--- src/rtl/minute_counter.sv ---
// Time-of-day source for the display path: 1 s prescaler, seconds 0..59 and a
// wrapping minute count, with a pushbutton SET mode and a parallel preset load.
module minute_counter #(
  parameter int CLK_HZ  = 50_000_000,
  parameter int MODULUS = 512,
  parameter int COUNT_W = 9
) (
  input  logic               clk,
  input  logic               rst_n,
  input  logic               run_en,
  input  logic               key_set,
  input  logic               key_inc,
  input  logic               key_dec,
  input  logic               load,
  input  logic [COUNT_W-1:0] load_val,
  output logic [COUNT_W-1:0] minutes,
  output logic [5:0]         seconds,
  output logic               sec_tick,
  output logic               setting,
  output logic               colon
);

  localparam int PW = $clog2(CLK_HZ);
  localparam logic [PW-1:0]      PRE_MAX  = PW'(CLK_HZ - 1);
  localparam logic [PW-1:0]      PRE_HALF = PW'(CLK_HZ / 2);
  localparam logic [COUNT_W-1:0] MIN_MAX  = COUNT_W'(MODULUS - 1);
  localparam int K_SET = 2;
  localparam int K_INC = 1;
  localparam int K_DEC = 0;

  typedef enum logic {ST_RUN, ST_SET} state_t;

  state_t             state;
  logic [PW-1:0]      presc;
  logic [PW-1:0]      presc_inc;
  logic [COUNT_W-1:0] min_up;
  logic [COUNT_W-1:0] min_dn;
  logic [2:0]         sync1;
  logic [2:0]         sync2;
  logic [2:0]         hist;
  logic [2:0]         press;

  assign presc_inc = presc + 1'b1;
  assign min_up    = (minutes == MIN_MAX) ? '0 : minutes + 1'b1;
  assign min_dn    = (minutes == '0) ? MIN_MAX : minutes - 1'b1;

  // Buttons are asynchronous: two flops to resynchronise, then a registered
  // one-shot so a held button produces exactly one press pulse.
  always_ff @(posedge clk or negedge rst_n) begin
    if (!rst_n) begin
      sync1 <= '0;
      sync2 <= '0;
      hist  <= '0;
      press <= '0;
    end else begin
      sync1 <= {key_set, key_inc, key_dec};
      sync2 <= sync1;
      hist  <= sync2;
      press <= sync2 & ~hist;
    end
  end

  always_ff @(posedge clk or negedge rst_n) begin
    if (!rst_n) begin
      state    <= ST_RUN;
      presc    <= '0;
      minutes  <= '0;
      seconds  <= '0;
      sec_tick <= 1'b0;
      setting  <= 1'b0;
      colon    <= 1'b1;
    end else begin
      sec_tick <= 1'b0;
      if (load) begin
        minutes <= (load_val > MIN_MAX) ? MIN_MAX : load_val;
        seconds <= '0;
        presc   <= '0;
        colon   <= 1'b1;
      end else if (press[K_SET]) begin
        state   <= (state == ST_RUN) ? ST_SET : ST_RUN;
        setting <= (state == ST_RUN);
        seconds <= '0;
        presc   <= '0;
        colon   <= 1'b1;
      end else if (state == ST_SET) begin
        seconds <= '0;
        presc   <= '0;
        colon   <= 1'b1;
        // Opposing presses landing together cancel out.
        if (press[K_INC] && !press[K_DEC]) begin
          minutes <= min_up;
        end else if (press[K_DEC] && !press[K_INC]) begin
          minutes <= min_dn;
        end
      end else if (run_en) begin
        if (presc == PRE_MAX) begin
          presc    <= '0;
          colon    <= 1'b1;
          sec_tick <= 1'b1;
          if (seconds == 6'd59) begin
            seconds <= '0;
            minutes <= min_up;
          end else begin
            seconds <= seconds + 6'd1;
          end
        end else begin
          presc <= presc_inc;
          colon <= (presc_inc < PRE_HALF);
        end
      end
    end
  end

endmodule

--- config.mk ---
export PLATFORM = sky130hd
export DESIGN_NAME = minute_counter
export DESIGN_NICKNAME = d
export VERILOG_FILES = /design/src/rtl/minute_counter.sv
export SDC_FILE = /design/constraint.sdc
export NUM_CORES = 1
export LEC_CHECK = 0
export CAP_MARGIN = 20
export CORE_MARGIN = 10
export CORE_UTILIZATION = 58
export CTS_BUF_LIST = sky130_fd_sc_hd__clkbuf_4 sky130_fd_sc_hd__clkbuf_8 sky130_fd_sc_hd__clkbuf_16
export CTS_CLUSTER_SIZE = 12
export DETAILED_ROUTE_END_ITERATION = 6
export GPL_TIMING_DRIVEN = 0
export HOLD_SLACK_MARGIN = 0.08
export PLACE_DENSITY = 0.89
export SLEW_MARGIN = 10
export SYNTH_ARGS = -nofsm -noshare
export SYNTH_HDL_FRONTEND = slang
export SYNTH_SLANG_ARGS = --single-unit
--- constraint.sdc ---
create_clock -name clk -period 2.7 [get_ports clk]
set_input_delay 0.27 -clock clk [delete_from_list [all_inputs] [get_ports clk]]
set_output_delay 0.27 -clock clk [all_outputs]
set_load 0.02 [all_outputs]
==> impl_metrics.ini, run 1 <==
[layout]
finalInstanceArea_sq_mm = 0.00411
drive_gt1_frac = 0.0935
nFillCells = 494
synthToLayoutAreaGrowth_pct = 15.4
finalNetCount = 481
regArea_sq_mm = 0.00140
multi_input_area_sq_mm = 0.00200
diodes = 0

[detailed_routing]
drt_first_pass_iters = 5
drtIter0Drc = 349
post_drt_wl_per_cell_um = 17.7
vias = 3450
drt-total-wl_mm = 9.46
ant_nets = 0
drcViolationCount = 0
routed_via_density = 6.45

[timing]
max_freq_mhz = 394
clock_skew_ps = 9.38
fin_hold_ws_ps = 363
worst_slack_ps = 162
setup_viol = 0
fin_crit_sh = 0.940
layout_min_cycle_time_ps = 2540
setup_tns_ps = 0
maxSlewViolCount = 0
worstMarginPinSlew_ps = 663
slew-limit-headroom = 0.555
finalHoldViolCount = 0

[floorplanning]
core_sq_mm = 0.00596
die_h_um = 98.3
dieWidth_um = 98.3
rows = 28
dieArea_sq_mm = 0.00967
pin_count = 34
start_util = 0.597

[global_routing]
grt_max_degree = 31
antenna_found_initial = 0
grt_overflow = 0
grt_pass1_wl_mm = 15.9
grt_util_all_layers = 0.193
grt_pass1_vias = 3257

[worst_setup_path]
crit_fanout = 10
cp_data_required_time_ps = 2950
critPathKind = reg2reg
arrival_ps = 2790
start_kind = flip-flop
crit_path_end_kind = flip-flop

[place]
hpwl_mm = 6.94
dp_slack_ps = -60.1
place_congestion = 1.01
dpl-instance-area_sq_mm = 0.00400
port_buffers = 33

[logic_synthesis]
ys_ff_latch = 56
syn-cell-area_sq_mm = 0.00356
ys_warn_count = 0
synth_edf_count = 0
synthArstFlopShare = 1.00
synth.avg_cell_area_sq_um = 8.53
synth.distinct_cells = 68
synth_cells = 417
synth-seq-area-share = 0.394
synthFlopType = dfrtp_1
syn_nets = 439

[clocking]
clockRootBuffer = clkbuf_8
cts_made_buffers = 5
clk_latency_ps = 330
cts_sinks = 56
cts_max_level = 2
cts.reportedPaths.clkPinSlew_ps = 110
clockBufferDepth = 2
postCtsSetupBuffers = 0
cts_tree = built

[power_and_ir_drop]
p_leak_nw = 1.62
p_total_w = 0.00201
powerDensity_mw_per_mm2 = 488
vdd_drop_max_v = 0.000361

[flow_run]
drv_cap = 0

[status]
status = completed

[min_path]
hp-class = reg2reg
[cells in the mapped netlist (all sizes together), types with 3 or more instances]
library cell,number,share of area
dfrtp,55,0.39
o21ai,43,0.060
nand2,40,0.043
nor2,32,0.034
a21oi,25,0.036
nand3,21,0.030
nor3,21,0.034
buf,13,0.020
clkbuf,13,0.014
inv,11,0.012
nand4,11,0.025
nor4,11,0.024
or3,11,0.021
and3,9,0.016
nand2b,7,0.012
nor2b,7,0.012
a211oi,6,0.013
and4,6,0.015
ha,6,0.021
a311oi,5,0.012
or2,5,0.0088
xnor2,5,0.012
a31o,4,0.0098
a31oi,4,0.0070
o31ai,4,0.0084
mux2i,3,0.0084
o31a,3,0.0074
o41ai,3,0.0095
xor2,3,0.0074
[path summary, 6_finish.rpt]
path | start | endpoint | slack (ps) | cells past startpoint
worst max-delay path | presc[20] | presc[22] | 160 | 8
worst min-delay path | sync1[1] | sync2[1] | 360 | 0
worst max register to register | presc[20] | presc[22] | 160 | 8
worst min register to register | sync1[1] | sync2[1] | 360 | 0
max in group asynchronous | rst_n | colon | 1560 | 3
min in group asynchronous | rst_n | presc[24] | 490 | 2
[flip-flops by register name, indices dropped and copies added, names as in the netlist]
| name | cells |
|---|---|
| presc | 26 |
| minutes | 9 |
| seconds | 6 |
| hist | 3 |
| press | 3 |
| sync1 | 3 |
| sync2 | 3 |
| colon | 1 |
| sec_tick | 1 |
| setting | 1 |
[final cells by class]
class | count | area share
Timing Repair Buffer | 35 | 0.0865
Tap cell | 75 | 0.0228
Clock buffer | 5 | 0.0168
Buffer | 26 | 0.0295
Inverter | 11 | 0.0101
Sequential cell | 56 | 0.341
Multi-Input combinational cell | 324 | 0.487
Clock inverter | 3 | 0.00609
[stage by stage]
stage                util  cells
floorplan               -    417
global placement    0.669    525
CTS                 0.689    535
global route        0.690    535
detailed placement  0.671    526
finish              0.690    535
[kinds of logic after synthesis]
family,count (synthesis),synth area share
XOR/XNOR,8,0.0197
buffers and inverters,37,0.0457
AO/OA/AOI/OAI,113,0.203
multiplexers,5,0.0148
adder cells (fa/ha/maj),6,0.0211
flip-flops,56,0.394
AND/OR/NAND/NOR,192,0.301
[power breakdown]
group	switching (W)	internal (W)
Combinational	0.000345	0.000220
Sequential	0.0000621	0.000885
Clock	0.000303	0.000190
[critical path, cell delays in order (launching register included)]
cell	delay [ps]
dfrtp_1	370
buf_2	160
nand4_1	320
nand2b_1	220
o41ai_2	100
nor2_1	460
clkbuf_1	480
o21ai_0	160
a31oi_1	190
[what timing repair did]
| action | 4_1_cts | 5_1_grt |
|---|---|---|
| setup endpoints to repair | 0 | 5 |
| endpoints found under the hold margin | 26 | 0 |
| resized for setup | 0 | 1 |
| hold buffers | 1 | 0 |
[per-layer routing]
metal / global-route usage / wire length [um]
met4: 0.0595 / 142
met5: 0 / 0
met1: 0.253 / 4070
met2: 0.309 / 4460
met3: 0.0416 / 782
[placed cells by master (no fill, tap or decap), types with 9 or more instances in the layout]
cell	synthesis	routed
and3_1	9	9
buf_2	9	10
o21ai_0	17	17
nand2_1	39	39
dfrtp_1	55	55
clkbuf_1	12	12
or3_1	10	10
clkdlybuf4s50_1	0	32
nand4_1	9	9
nor4_1	10	9
inv_1	11	11
a21oi_1	24	24
nor3_1	18	18
nand3_1	21	21
o21ai_1	26	26
nor2_1	32	32
Power figures use the tool's default switching activity.
==> inputs of run 2 (changes only) <==
--- a/config.mk
+++ b/config.mk
@@ -7,13 +7,13 @@
 export LEC_CHECK = 0
 export CAP_MARGIN = 20
 export CORE_MARGIN = 10
-export CORE_UTILIZATION = 58
+export CORE_UTILIZATION = 62
 export CTS_BUF_LIST = sky130_fd_sc_hd__clkbuf_4 sky130_fd_sc_hd__clkbuf_8 sky130_fd_sc_hd__clkbuf_16
 export CTS_CLUSTER_SIZE = 12
 export DETAILED_ROUTE_END_ITERATION = 6
 export GPL_TIMING_DRIVEN = 0
 export HOLD_SLACK_MARGIN = 0.08
-export PLACE_DENSITY = 0.89
+export PLACE_DENSITY = 0.93
 export SLEW_MARGIN = 10
 export SYNTH_ARGS = -nofsm -noshare
 export SYNTH_HDL_FRONTEND = slang
==> constraint.sdc (replaced) <==
create_clock -name clk -period 3.24 [get_ports clk]
set_input_delay 0.324 -clock clk [delete_from_list [all_inputs] [get_ports clk]]
set_output_delay 0.324 -clock clk [all_outputs]
set_load 0.02 [all_outputs]
==> run 2 against run 1 <==
Sequential power down 17%. Wire length up 3.4%. Register-to-register slack better by 480 ps. Global-route usage up 2.7 points. Setup slack better by 480 ps. Clock-buffer cell count unchanged. Combinational power down 16%. Total power down 16%. Highest routed layer unchanged.
==> impl_metrics.ini, run 2 (synthesis results as in run 1) <==
[clocking]
clockBufferDepth = 2
clk_latency_ps = 330
cts_tree = built
cts.reportedPaths.clkPinSlew_ps = 110
cts_made_buffers = 5
clockRootBuffer = clkbuf_8
cts_sinks = 56
cts_max_level = 2

[timing]
fin_crit_sh = 0.803
setup_tns_ps = 0
worstMarginPinSlew_ps = 1070
clock_skew_ps = 11.9
max_freq_mhz = 384
setup_viol = 0
finalHoldViolCount = 0
slew-limit-headroom = 0.281
layout_min_cycle_time_ps = 2600
fin_hold_ws_ps = 360
maxSlewViolCount = 0
worst_slack_ps = 638
rsz0062_at_grt = no

[global_routing]
grt_max_degree = 31
grt_util_all_layers = 0.220
grt_overflow = 0
grt_pass1_wl_mm = 16.3
antenna_found_initial = 0
grt_pass1_vias = 3353

[place]
place_congestion = 0.975
port_buffers = 33
hpwl_mm = 6.93
dp_slack_ps = 433
dp.cells = 523

[detailed_routing]
drcViolationCount = 0
post_drt_wl_per_cell_um = 18.4
drt-total-wl_mm = 9.78
ant_nets = 0
vias = 3498
routed_via_density = 6.58
drt_first_pass_iters = 4
drtIter0Drc = 367

[flow_run]
drv_cap = 0

[power_and_ir_drop]
p_leak_nw = 1.62
seq_power_share = 0.469
p_int_w = 0.00108
vdd_drop_max_v = 0.000238
combPwrFrac = 0.281
clkPwrFrac = 0.250
p_sw_frac = 0.358
powerDensity_mw_per_mm2 = 411
p_switching_w = 0.000602

[layout]
regMostFlops = presc
synthToLayoutAreaGrowth_pct = 15.2
multi_input_area_sq_mm = 0.00199
reg_top3 = presc x26, minutes x9, seconds x6
regArea_sq_mm = 0.00140
final_cell_mix = dfrtp_1, nand2_1, nor2_1, clkdlybuf4s50_1, o21ai_1
diodes = 0
largest_reg_flops = 26
nFillCells = 459
layout.cells.non_filler = 532
layout_commonest_cell = dfrtp_1
finalNetCount = 481
drive_gt1_frac = 0.0913

[min_path]
hp-class = reg2reg

[floorplanning]
core_sq_mm = 0.00554
die_h_um = 95.8
dieArea_sq_mm = 0.00917
rows = 27
start_util = 0.642
dieWidth_um = 95.8
pin_count = 34

[worst_setup_path]
cp_data_required_time_ps = 3430
start_kind = flip-flop
critPathKind = reg2reg
crit_fanout = 8
arrival_ps = 2790
crit_path_end_kind = flip-flop

[status]
status = completed
[run 2: cell count changes in the layout (fill, tap and decap cells not counted)]
cell | before | now
clkinv_4 | 0 | 1
inv_6 | 2 | 0
inv_8 | 0 | 1
nor4_1 | 9 | 10
nor4_2 | 1 | 0
[run 2: final timing paths]
| kind | start | end | slack [ps] | depth (start not counted) |
|---|---|---|---|---|
| max in group asynchronous | rst_n | press[1] | 2080 | 3 |
| min in group asynchronous | rst_n | minutes[7] | 570 | 2 |
| setup reg to reg | presc[20] | presc[7] | 640 | 7 |
| hold reg to reg | sync1[1] | sync2[1] | 360 | 0 |
| setup / recovery | presc[20] | presc[7] | 640 | 7 |
| hold / removal | sync1[1] | sync2[1] | 360 | 0 |
[run 2: stage by stage]
step	util	instance area [sq um]	power [W]
after CTS	0.740	4100	0.00168
after global placement	0.718	3980	0.00125
after detailed placement	0.721	3990	0.00127
after floorplan	-	3560	0.00108
after global routing	0.740	4100	0.00177
final	0.740	4100	0.00168
[run 2: area by class of cell]
| cell class | instances | area share |
|---|---|---|
| Buffer | 26 | 0.0296 |
| Clock buffer | 5 | 0.0168 |
| Clock inverter | 3 | 0.00671 |
| Inverter | 11 | 0.0101 |
| Multi-Input combinational cell | 324 | 0.486 |
| Sequential cell | 56 | 0.342 |
| Tap cell | 72 | 0.0220 |
| Timing Repair Buffer | 35 | 0.0867 |
[run 2: layer usage]
layer	vias up	global-route usage	share of wire
met4	0	0.0737	0.018
met3	18	0.0428	0.082
met1	1675	0.300	0.43
met2	176	0.343	0.47
li1	1629	-	-
met5	-	0	0
[run 2: critical path, cell delays in order, from the launching register on]
cell      delay [ps]
dfrtp_1          330
buf_2            170
nand4_1          340
nand2b_1         300
nor4_1           880
o21ai_0          200
a21oi_1          190
nor2_1            60
[run 2: power groups by stage]
stage	Sequential [W]	Clock [W]	Combinational (W)
2_1_floorplan	0.000826	0	0.000255
3_5_place_dp	0.000803	0	0.000463
6_report	0.000789	0.000421	0.000473
3_3_place_gp	0.000799	0	0.000447
4_1_cts	0.000789	0.000426	0.000468
5_1_grt	0.000798	0.000453	0.000519
[run 2: timing repair]
action / in CTS / in global routing
hold buffers: 1 / 0
gates resized for setup: 0 / 0
hold endpoints to repair: 28 / 0
setup buffers: 0 / 0
==> inputs of run 3 (changes only) <==
--- a/config.mk
+++ b/config.mk
@@ -7,13 +7,13 @@
 export LEC_CHECK = 0
 export CAP_MARGIN = 20
 export CORE_MARGIN = 10
-export CORE_UTILIZATION = 62
+export CORE_UTILIZATION = 58
 export CTS_BUF_LIST = sky130_fd_sc_hd__clkbuf_4 sky130_fd_sc_hd__clkbuf_8 sky130_fd_sc_hd__clkbuf_16
 export CTS_CLUSTER_SIZE = 12
 export DETAILED_ROUTE_END_ITERATION = 6
 export GPL_TIMING_DRIVEN = 0
 export HOLD_SLACK_MARGIN = 0.08
-export PLACE_DENSITY = 0.93
+export PLACE_DENSITY = 0.89
 export SLEW_MARGIN = 10
 export SYNTH_ARGS = -nofsm -noshare
 export SYNTH_HDL_FRONTEND = slang
==> constraint.sdc (replaced) <==
create_clock -name clk -period 2.6 [get_ports clk]
set_input_delay 0.26 -clock clk [delete_from_list [all_inputs] [get_ports clk]]
set_output_delay 0.26 -clock clk [all_outputs]
set_load 0.02 [all_outputs]
==> run 3 against run 2 <==
Register-to-register slack lost 470 ps. Wire length is 3.3% lower. Clock power is 22% higher. Core utilization fell by 4.5 points. Clock-buffer cell count unchanged. Largest power group unchanged. Highest routed layer unchanged. Global-route usage down 2.7 points. Maximum frequency rose by 7.1%. Non-clock buffer count is 2 higher. Worst hold slack barely moved. Total power rose by 24%.
==> impl_metrics.ini, run 3 (synthesis results as in run 1) <==
[floorplanning]
pin_count = 34
dieArea_sq_mm = 0.00967
rows = 28
core_sq_mm = 0.00596
die_h_um = 98.3
dieWidth_um = 98.3
start_util = 0.597

[detailed_routing]
drcViolationCount = 0
drtIter0Drc = 283
drt_first_pass_iters = 5
drt-total-wl_mm = 9.46
vias = 3454
routed_via_density = 6.43
ant_nets = 0
post_drt_wl_per_cell_um = 17.6

[clocking]
cts_max_level = 2
cts_sinks = 56
cts_made_buffers = 5
clockRootBuffer = clkbuf_8
cts_tree = built
cts.reportedPaths.clkPinSlew_ps = 110
clockBufferDepth = 2
clk_latency_ps = 330

[layout]
layout_commonest_cell = dfrtp_1
final_cell_mix = dfrtp_1, nand2_1, clkdlybuf4s50_1, nor2_1, o21ai_1
drive_gt1_frac = 0.106
synthToLayoutAreaGrowth_pct = 16.4
largest_reg_flops = 26
reg_top3 = presc x26, minutes x9, seconds x6
regArea_sq_mm = 0.00140
nFillCells = 488
diodes = 0
multi_input_area_sq_mm = 0.00201
finalNetCount = 483
post-route-util = 0.695
layout.cells.non_filler = 537
regMostFlops = presc

[global_routing]
grt_overflow = 0
grt_pass1_wl_mm = 15.9
grt_util_all_layers = 0.193
grt_pass1_vias = 3257
grt_max_degree = 31
antenna_found_initial = 0

[timing]
slew-limit-headroom = 0.571
fin_crit_sh = 0.935
setup_viol = 0
layout_min_cycle_time_ps = 2430
clock_skew_ps = 9.63
worstMarginPinSlew_ps = 644
finalHoldViolCount = 0
rsz0062_at_grt = yes
max_freq_mhz = 412
maxSlewViolCount = 0

[status]
status = completed

[worst_setup_path]
crit_slowest_cell = nor4_4
critPathKind = reg2reg
crit_path_end_kind = flip-flop
crit_path_max_incr_delay_ps = 400
crit_chain = buf_2, nand4_1, nor4_4, nand4b_1, a21oi_4, buf_4, mux2i_1, o21ai_1
start_kind = flip-flop
crit_fanout = 10
arrival_ps = 2630
cp_data_required_time_ps = 2800

[place]
place_congestion = 1.01
port_buffers = 33
dp.cells = 526
hpwl_mm = 6.94

[power_and_ir_drop]
vdd_drop_max_v = 0.000425
powerDensity_mw_per_mm2 = 503
p_leak_nw = 1.64

[flow_run]
drv_cap = 0

[min_path]
hp-class = in2reg
[run 3: power by group]
| part | internal [W] | switching [W] | total (W) |
|---|---|---|---|
| combinational | 0.000232 | 0.000358 | 0.000589 |
| sequential | 0.000919 | 0.0000642 | 0.000984 |
| clock | 0.000197 | 0.000314 | 0.000512 |
[run 3: per-stage QoR]
stage	worst slack, ps	hold WS (ps)	power, W	setup TNS [ps]	area [sq um]
after floorplan	388	-35.6	0.00135	0	3560
after global placement	-469	334	0.00155	-26660	3980
after detailed placement	-150	317	0.00158	-1240	4000
after CTS	23.8	358	0.00209	0	4100
after global routing	-34.5	356	0.00219	-49.3	4140
final	170	359	0.00208	0	4140
[run 3: final cells by class]
type | count | share of cell area
Sequential cell | 56 | 0.339
Clock inverter | 3 | 0.00604
Buffer | 26 | 0.0299
Tap cell | 75 | 0.0227
Timing Repair Buffer | 37 | 0.0895
Clock buffer | 5 | 0.0166
Inverter | 11 | 0.00997
Multi-Input combinational cell | 324 | 0.487
[run 3: per-layer routing]
metal,part of all wire,vias to the layer above,GRT usage
li1,-,1634,-
met5,0,-,0
met3,0.098,15,0.0416
met1,0.42,1638,0.253
met2,0.47,167,0.309
met4,0.015,0,0.0595
[run 3: worst paths after layout]
check / cells after the start / slack, ps / from / end
worst max-delay path: 8 / 170 / presc[20] / minutes[1]
worst min-delay path: 1 / 360 / key_set / sync1[2]
worst max register to register: 8 / 170 / presc[20] / minutes[1]
worst min register to register: 0 / 360 / sync1[1] / sync2[1]
max in group asynchronous: 3 / 1470 / rst_n / colon
min in group asynchronous: 2 / 480 / rst_n / presc[24]
[run 3: critical path: cells and delay by family, from the launching register on]
kind / cells / cell delay [ps]
flops: 1 / 330
buf+inv: 2 / 390
mux: 1 / 230
simple gates: 3 / 990
compound gates: 2 / 360
[run 3: what timing repair did]
item | in CTS | in global routing
endpoints found under the hold margin | 26 | 0
endpoints found under the setup margin | 0 | 22
buffers inserted | 0 | 2
gates resized for setup | 0 | 8
hold buffers | 1 | 0
